$ cat config.mk
export PLATFORM = sky130hd
export DESIGN_NAME = dg0045_nd_display_flat
export DESIGN_NICKNAME = d
export VERILOG_FILES = /design/src/rtl/dg0045_nd_display_pkg.sv /design/src/rtl/dg0045_nd_display_if.sv /design/src/rtl/dg0045_nd_display_capture.sv /design/src/rtl/dg0045_nd_display.sv /design/src/flat_wrapper.sv
export SDC_FILE = /design/constraint.sdc
export NUM_CORES = 1
export LEC_CHECK = 0
export CORE_ASPECT_RATIO = 0.6
export CORE_MARGIN = 2
export CORE_UTILIZATION = 66
export DETAILED_ROUTE_END_ITERATION = 16
export DONT_BUFFER_PORTS = 1
export PLACE_DENSITY = 0.91
export SYNTH_ARGS = -nofsm -noshare
export SYNTH_HDL_FRONTEND = slang
export SYNTH_SLANG_ARGS = --single-unit
$ cat constraint.sdc
create_clock -name clk -period 4.3 [get_ports clk]
set_input_delay 0.86 -clock clk [delete_from_list [all_inputs] [get_ports clk]]
set_output_delay 0.86 -clock clk [all_outputs]
set_load 0.02 [all_outputs]
$ cat src/rtl/dg0045_nd_display_pkg.sv
// Shared types, defaults and the segment decoder for the DG0045 ND display stage.
package dg0045_disp_pkg;

   localparam int DEF_DIGITS   = 4;
   localparam int DEF_SCAN_DIV = 1024;
   localparam int DEF_BLANK    = 16;
   localparam int DEF_MIN_LOW  = 2;

   typedef enum logic {S_DISP, S_BLANK} scan_state_t;

   // Segment order {g,f,e,d,c,b,a}, active high, lower-case b and d.
   function automatic logic [6:0] hex7(input logic [3:0] nib);
      logic [6:0] s;
      case (nib)
         4'h0: s = 7'h3F;
         4'h1: s = 7'h06;
         4'h2: s = 7'h5B;
         4'h3: s = 7'h4F;
         4'h4: s = 7'h66;
         4'h5: s = 7'h6D;
         4'h6: s = 7'h7D;
         4'h7: s = 7'h07;
         4'h8: s = 7'h7F;
         4'h9: s = 7'h6F;
         4'hA: s = 7'h77;
         4'hB: s = 7'h7C;
         4'hC: s = 7'h39;
         4'hD: s = 7'h5E;
         4'hE: s = 7'h79;
         default: s = 7'h71;
      endcase
      return s;
   endfunction

endpackage

$ cat src/rtl/dg0045_nd_display_if.sv
// Core-side strobe/data inputs and display-side outputs of the ND display stage.
interface dg0045_nd_display_if #(parameter int DIGITS = 4);

   logic              ena;
   logic              nd_in;
   logic [3:0]        nl_in;
   logic              clear_in;
   logic [6:0]        seg;
   logic [DIGITS-1:0] dig_en;
   logic [7:0]        strobe_cnt;

   modport master (
      output ena, nd_in, nl_in, clear_in,
      input  seg, dig_en, strobe_cnt
   );

   modport slave (
      input  ena, nd_in, nl_in, clear_in,
      output seg, dig_en, strobe_cnt
   );

endinterface

$ cat src/rtl/dg0045_nd_display_capture.sv
// Synchronizes the core's ND strobe and nL bus and qualifies ND pulses by low width.
module dg0045_nd_capture
   import dg0045_disp_pkg::*;
#(
   parameter int MIN_LOW = DEF_MIN_LOW
) (
   input  logic       clk,
   input  logic       rst,
   input  logic       ena,
   input  logic       nd_in,
   input  logic [3:0] nl_in,
   output logic       accept,
   output logic [3:0] nibble
);

   localparam int LOW_W = $clog2(MIN_LOW + 1);
   localparam logic [LOW_W-1:0] LOW_MAX = LOW_W'(MIN_LOW);

   logic             nd_m, nd_s, nd_p;
   logic [3:0]       nl_m, nl_s;
   logic [LOW_W-1:0] low_cnt;

   // Strobe and data share the same two-flop depth so nl_s is aligned with nd_s.
   always_ff @(posedge clk) begin
      if (rst) begin
         nd_m    <= 1'b1;
         nd_s    <= 1'b1;
         nd_p    <= 1'b1;
         nl_m    <= 4'hF;
         nl_s    <= 4'hF;
         low_cnt <= '0;
      end else begin
         nd_m <= nd_in;
         nd_s <= nd_m;
         nd_p <= nd_s;
         nl_m <= nl_in;
         nl_s <= nl_m;
         if (nd_s)
            low_cnt <= '0;
         else if (low_cnt < LOW_MAX)
            low_cnt <= low_cnt + LOW_W'(1);
      end
   end

   // Rising edge of ND after a long-enough low phase; low_cnt still holds that width here.
   assign accept = nd_s && !nd_p && (low_cnt >= LOW_MAX) && ena;
   assign nibble = ~nl_s;

endmodule

$ cat src/rtl/dg0045_nd_display.sv
// DG0045 ND display stage: nibble shift buffer plus multiplexed 7-segment scan with blanking.
module dg0045_nd_display
   import dg0045_disp_pkg::*;
#(
   parameter int DIGITS   = DEF_DIGITS,
   parameter int SCAN_DIV = DEF_SCAN_DIV,
   parameter int BLANK    = DEF_BLANK,
   parameter int MIN_LOW  = DEF_MIN_LOW
) (
   input logic                clk,
   input logic                rst,
   dg0045_nd_display_if.slave bus
);

   localparam int IDX_W = (DIGITS > 1) ? $clog2(DIGITS) : 1;
   localparam int PRE_W = $clog2(SCAN_DIV);
   localparam logic [PRE_W-1:0] DISP_END = PRE_W'(SCAN_DIV - BLANK - 1);
   localparam logic [PRE_W-1:0] SLOT_END = PRE_W'(SCAN_DIV - 1);
   localparam logic [IDX_W-1:0] LAST_IDX = IDX_W'(DIGITS - 1);

   logic              accept;
   logic [3:0]        nibble;
   logic [3:0]        digit_buf [DIGITS];
   scan_state_t       state;
   logic [IDX_W-1:0]  idx;
   logic [PRE_W-1:0]  presc;

   dg0045_nd_capture #(.MIN_LOW(MIN_LOW)) u_capture (
      .clk    (clk),
      .rst    (rst),
      .ena    (bus.ena),
      .nd_in  (bus.nd_in),
      .nl_in  (bus.nl_in),
      .accept (accept),
      .nibble (nibble)
   );

   always_ff @(posedge clk) begin
      if (rst) begin
         for (int i = 0; i < DIGITS; i++) digit_buf[i] <= 4'h0;
         bus.strobe_cnt <= 8'h00;
         bus.seg        <= 7'h00;
         bus.dig_en     <= '0;
         state          <= S_DISP;
         idx            <= '0;
         presc          <= '0;
      end else begin
         // A clear colliding with an accept drops the nibble but still counts the strobe.
         if (accept) bus.strobe_cnt <= bus.strobe_cnt + 8'd1;
         if (bus.ena && bus.clear_in) begin
            for (int i = 0; i < DIGITS; i++) digit_buf[i] <= 4'h0;
         end else if (accept) begin
            for (int i = DIGITS - 1; i > 0; i--) digit_buf[i] <= digit_buf[i-1];
            digit_buf[0] <= nibble;
         end

         if (!bus.ena) begin
            bus.seg    <= 7'h00;
            bus.dig_en <= '0;
         end else begin
            case (state)
               S_DISP: begin
                  bus.dig_en <= DIGITS'(1) << idx;
                  bus.seg    <= hex7(digit_buf[idx]);
                  presc      <= presc + PRE_W'(1);
                  if (presc == DISP_END) state <= S_BLANK;
               end
               S_BLANK: begin
                  bus.dig_en <= '0;
                  bus.seg    <= 7'h00;
                  if (presc == SLOT_END) begin
                     presc <= '0;
                     idx   <= (idx == LAST_IDX) ? '0 : idx + IDX_W'(1);
                     state <= S_DISP;
                  end else begin
                     presc <= presc + PRE_W'(1);
                  end
               end
            endcase
         end
      end
   end

endmodule

$ cat src/flat_wrapper.sv
// flat-port wrapper written by rule: the top's interface ports become plain ports
module dg0045_nd_display_flat import dg0045_disp_pkg::*;
#(
   parameter int DIGITS   = DEF_DIGITS,
   parameter int SCAN_DIV = DEF_SCAN_DIV,
   parameter int BLANK    = DEF_BLANK,
   parameter int MIN_LOW  = DEF_MIN_LOW
)
  (clk, rst, bus_ena, bus_nd_in, bus_nl_in, bus_clear_in, bus_seg, bus_dig_en, bus_strobe_cnt);
  dg0045_nd_display_if #(.DIGITS(DIGITS)) bus_i ();
  input logic clk;
  input logic rst;
  input wire logic [$bits(bus_i.ena)-1:0] bus_ena;
  input wire logic [$bits(bus_i.nd_in)-1:0] bus_nd_in;
  input wire logic [$bits(bus_i.nl_in)-1:0] bus_nl_in;
  input wire logic [$bits(bus_i.clear_in)-1:0] bus_clear_in;
  output wire logic [$bits(bus_i.seg)-1:0] bus_seg;
  output wire logic [$bits(bus_i.dig_en)-1:0] bus_dig_en;
  output wire logic [$bits(bus_i.strobe_cnt)-1:0] bus_strobe_cnt;
  assign bus_i.ena = bus_ena;
  assign bus_i.nd_in = bus_nd_in;
  assign bus_i.nl_in = bus_nl_in;
  assign bus_i.clear_in = bus_clear_in;
  assign bus_seg = bus_i.seg;
  assign bus_dig_en = bus_i.dig_en;
  assign bus_strobe_cnt = bus_i.strobe_cnt;
  dg0045_nd_display #(.DIGITS(DIGITS), .SCAN_DIV(SCAN_DIV), .BLANK(BLANK), .MIN_LOW(MIN_LOW)) u_core (.clk(clk), .rst(rst), .bus(bus_i));
endmodule
* Yosys cells after proc, flatten, opt, wreduce, memory -nomap -nowiden
Memories as Yosys holds them, arrays and structs flattened. A register that Yosys moved wholly into a read port is not among the register bits. Index checks and enable logic that the tools add are counted.
Storage, ports and cells: input bits 9, memories kept 2, memory bits (writable) 16, output and inout port bits 19, word-level logic and storage cells 70, memory bits (read-only) 112, bits in registers 45
Memory list:
- (name not given) | words 16, bits a word 7, read ports 1, clocked after memory_dff 0, wr ports 0, line dg0045_nd_display_pkg.sv:14 | case (nib)
- u_core.digit_buf | words 4, bits a word 4, read ports 4, clocked after memory_dff 1, wr ports 4, line dg0045_nd_display.sv:23 | logic [3:0] digit_buf [DIGITS];
Cells by class: add/subtract/negate cells 4, shift-type cells 1, reductions and logical operators 8, $lt $le $gt $ge 2, equality and inequality tests 3, bitwise operators 11, muxes and demuxes 27
Operators with widths (number):
- $mux W4 | 8
- $eq A10 B10 Y1 const B | 2
- $pmux W10 S2 | 1
- $pmux W7 S2 | 1
- $mux W1 | 11
- $add A10 B1 Y10 const B | 1
- $mux W10 | 1
- $add A8 B1 Y8 const B | 1
- $or A1 B1 Y1 | 8
- $pmux W4 S2 | 1
- $mux W2 | 3
- $add A2 B1 Y2 const B | 2
- $logic_and A1 B1 Y1 | 4
- $not A4 Y4 | 1
- $reduce_or A2 Y1 | 2
- $shl A1 B2 Y4 const A | 1
- $reduce_and A3 Y1 | 1
- $eq A2 B2 Y1 const B | 1
- $ge A2 B2 Y1 const B | 1
- $lt A2 B2 Y1 const B | 1
- $not A1 Y1 | 2
- $pmux W1 S2 | 1
- $logic_not A1 Y1 | 1

* Depth between registers and ports, before layout
depth after elaboration 9, mapped depth 7

* Modules after synthesis
From an unflattened synthesis, not the netlist that was laid out.
Second synthesis, totals: cell total of the unflattened synthesis 246, area total of the unflattened synthesis 2583.7 µm²
Modules (own cells, without submodules):
- dg0045_nd_display | times used 1, cells each 209, area an instance 2179.6 µm²
- dg0045_nd_capture | times used 1, cells each 37, area an instance 404.1 µm²

* Worst setup path after synthesis
No wires, ideal clock.
path type input-to-reg, start point in bus_ena, end point reg u_core.bus.strobe_cnt[6], arrival time 1.842 ns, slack 2.337 ns, cell stages on the path 4, path buffers 0, path through nand3b_1 > nor3b_1 > and3_1 > mux2_2
Between the ends: longest elaborated chain between the ends 1
Ends and longest elaborated chain:
- start: declaration | line flat_wrapper.sv:13 | input wire logic [$bits(bus_i.ena)-1:0] bus_ena;
- $logic_and A1 B1 Y1 | line dg0045_nd_display_capture.sv:46 | assign accept = nd_s && !nd_p && (low_cnt >= LOW_MAX) && ena;
- end signal: assignment | line dg0045_nd_display.sv:49 | if (accept) bus.strobe_cnt <= bus.strobe_cnt + 8'd1;
- end: declaration | line dg0045_nd_display_if.sv:19 | output seg, dig_en, strobe_cnt
No other way between the ends. A chain may end at the register's enable or synchronous reset.

==> results.sh <==
export IMPL_die_x_um=85.1
export IMPL_hp_class="reg -> reg"
export IMPL_io_pins=28
export IMPL_place_hpwl_um=3110
export IMPL_cts_tree="done"
export IMPL_hold_start="u_core.u_capture.nl_m[1]$_SDFF_PP1_"
export IMPL_min_period_ps=2140
export IMPL_start_util_pct=70.0
export IMPL_initialDrtViolationCount=91
export IMPL_crit_path_end_kind="flip-flop"
export IMPL_utilization_pct=76.4
export IMPL_synthToLayoutAreaGrowth_pct=9.17
export IMPL_clockRootBuffer="clkbuf_8"
export IMPL_synth_avg_cell_area_um2=10.3
export IMPL_grt_pass1_vias=1672
export IMPL_arrival_ps=2220
export IMPL_path_class="reg -> reg"
export IMPL_clkSinkCount=63
export IMPL_grtUsageTotal_pct=23.3
export IMPL_cts_hold_buf=0
export IMPL_required_ps=4380
export IMPL_ys_ff_latch=63
export IMPL_r2r_setup_slack_ps=2160
export IMPL_antenna_found_initial=0
export IMPL_synthCells=253
export IMPL_critPathMaxFanout=12
export IMPL_vias=1760
export IMPL_clockBufferDepth=2
export IMPL_grt_max_degree=30
export IMPL_slew_violations=0
export IMPL_synth_top_area_share_pct=39.2
export IMPL_drtAntennaViolNets=0
export IMPL_wl_um=4600
export IMPL_fin_ws_ps=2160
export IMPL_pre_cts_slack_ps=1990
export IMPL_postCtsSetupBuffers=0
export IMPL_clock_latency_ps=340
export IMPL_hold_viol_final=0
export IMPL_die_area_um2=4480
export IMPL_vias_per_cell=5.73
export IMPL_holdWs_ps=411
export IMPL_most_common_layout_cells="51 x dfxtp_1, 28 x nor2_1, 17 x nand2_1, 14 x a21oi_1, 13 x or2_2"
export IMPL_max_freq_ghz=0.467
export IMPL_yosys_area_top_type="dfxtp_1"
export IMPL_start_kind="flip-flop"
export IMPL_final_common_cell="dfxtp_1"
export IMPL_status="completed"
export IMPL_port_buffers=0
export IMPL_worstMarginPinSlew_ps=643
export IMPL_dr_pass1_iters=4
export IMPL_ir_worst_vdd_v=0.000330
export IMPL_coreArea_um2=3720
export IMPL_hold_end="u_core.u_capture.nl_s[1]$_SDFF_PP1_"
export IMPL_p_leak_nw=1.07
export IMPL_yosys_top_cells_area="dfxtp_1 39%, edfxtp_1 14%, ha_1 5.3%"
export IMPL_reg2reg_depth=5
export IMPL_yosysUniqueCellTypes=39
export IMPL_slew_headroom_pct=56.8
export IMPL_final_net_count=275
export IMPL_synth_nets=273
export IMPL_tns_ps=0
export IMPL_setup_viol=0
export IMPL_power_density_nw_per_um2=429
export IMPL_drv_cap=0
export IMPL_gp_congestion=0.836
export IMPL_row_count=17
export IMPL_grt_pass1_wl_um=7620
export IMPL_gr_total_overflow=0
export IMPL_syn_cell_area_um2=2610
export IMPL_period_share_pct=49.8
export IMPL_drive_gt1_share_pct=13.5
export IMPL_worstHoldPathCells=1
export IMPL_worstReg2RegStart="u_core.u_capture.low_cnt[0]$_SDFFE_PP0N_"
export IMPL_yosysWarnings=0
export IMPL_grt_setup_unrepaired="false"
export IMPL_htree_levels=3
export IMPL_remaining_drc_errors=0
export IMPL_reg2reg_to="u_core.digit_buf[0][1]$_SDFFCE_PN0P_"
export IMPL_skew_ps=9.19
export IMPL_ys_seq_area_share_pct=53.0
export IMPL_clkTransAtPathRegs_ps=70
export IMPL_wl_per_cell_um=15.0
export IMPL_fp_dieH_um=52.7
export IMPL_diodes=0
export IMPL_cts_made_buffers=9
export IMPL_ctsResizeCount=0
## layout make-up
cell class | instances | area [um^2]
inverter | 9 | 33.8
multi-input combinational | 172 | 1150
fill | 248 | 877
tap | 47 | 58.8
clock buffer | 10 | 149
sequential | 63 | 1380
clock inverter | 6 | 73.8
## state kept, by name (all words and copies together), names as in the netlist, named ones only
name / count
u_core.u_capture.nl_s: 4
u_core.bus.strobe_cnt: 8
u_core.presc: 10
u_core.u_capture.nl_m: 4
u_core.bus.dig_en: 4
u_core.u_capture.nd_m: 1
u_core.digit_buf: 16
u_core.idx: 2
u_core.u_capture.low_cnt: 2
u_core.u_capture.nd_p: 1
u_core.bus.seg: 7
u_core.u_capture.nd_s: 1
u_core.state: 1
## per-layer routing
| layer | track usage (%) | share of wire (%) |
|---|---|---|
| met5 | 0 | 0 |
| met4 | 11.9 | 0.37 |
| met3 | 9.13 | 7.2 |
| met2 | 36.7 | 46 |
| met1 | 28.1 | 46 |
## cells by family after synthesis
logic type,count (synthesis),share of synthesized area [%]
AOI/OAI and AO/OA,32,6.96
xor gates and xnor gates,13,4.37
adders and majority gates,11,5.28
buffers and inverters,18,2.93
DFF,63,53.0
muxes,9,6.19
and+or+nand+nor,107,21.3
## Yosys cell counts
cell type / count
a21o_1: 1
a21oi_1: 14
a31o_2: 1
a41oi_1: 1
and2_1: 10
and3_1: 3
and3b_1: 1
and4_1: 2
buf_2: 1
buf_6: 1
clkbuf_1: 7
dfxtp_1: 51
edfxtp_1: 12
ha_1: 11
inv_1: 9
mux2_2: 1
mux2i_1: 3
mux4_1: 2
mux4_2: 3
nand2_1: 17
nand2b_1: 5
nand3_1: 5
nand3b_1: 2
nand4_1: 6
nor2_1: 28
nor2b_1: 1
nor3_1: 6
nor3b_1: 1
nor4_1: 3
o21a_1: 1
o21ai_0: 9
o21ai_1: 2
o221a_2: 1
o22ai_1: 2
or2_1: 1
or2_2: 13
or3_1: 3
xnor2_1: 10
xor2_1: 3
## critical path, cell delays in order, from the launching register on
cell	delay (ps)
dfxtp_1	380
inv_1	60
ha_1	190
nor2_1	500
nor2_1	300
or2_2	460
## how the worst max path moves through the flow
stage | from | to | slack, ps | cells past startpoint
global placement | bus_ena | u_core.bus.strobe_cnt[6]$_SDFFE_PP0P_ | 2030 | 4
floorplan | bus_ena | u_core.bus.strobe_cnt[6]$_SDFFE_PP0P_ | 2340 | 4
CTS | flip-flop | u_core.bus.seg[3]$_SDFF_PP0_ | 2200 | 6
global route | u_core.u_capture.low_cnt[0]$_SDFFE_PP0N_ | u_core.digit_buf[0][2]$_SDFFCE_PN0P_ | 2050 | 5
detailed placement | bus_ena | u_core.bus.strobe_cnt[6]$_SDFFE_PP0P_ | 1990 | 4
finish | u_core.u_capture.low_cnt[0]$_SDFFE_PP0N_ | u_core.digit_buf[0][1]$_SDFFCE_PN0P_ | 2160 | 5
## metrics by stage
step / instance area, um^2 / power (mW) / instances
after global placement: 2620 / 0.680 / 291
after global routing: 2850 / 1.26 / 307
final: 2850 / 1.22 / 307
after floorplan: 2610 / 0.678 / 253
after detailed placement: 2620 / 0.683 / 291
after CTS: 2850 / 1.23 / 307
## power by group
part | switching (mW) | internal (mW)
sequential | 0.0130 | 0.617
clock | 0.240 | 0.311
combinational | 0.0221 | 0.0174
Note: power is estimated with default switching activity, not from simulation.
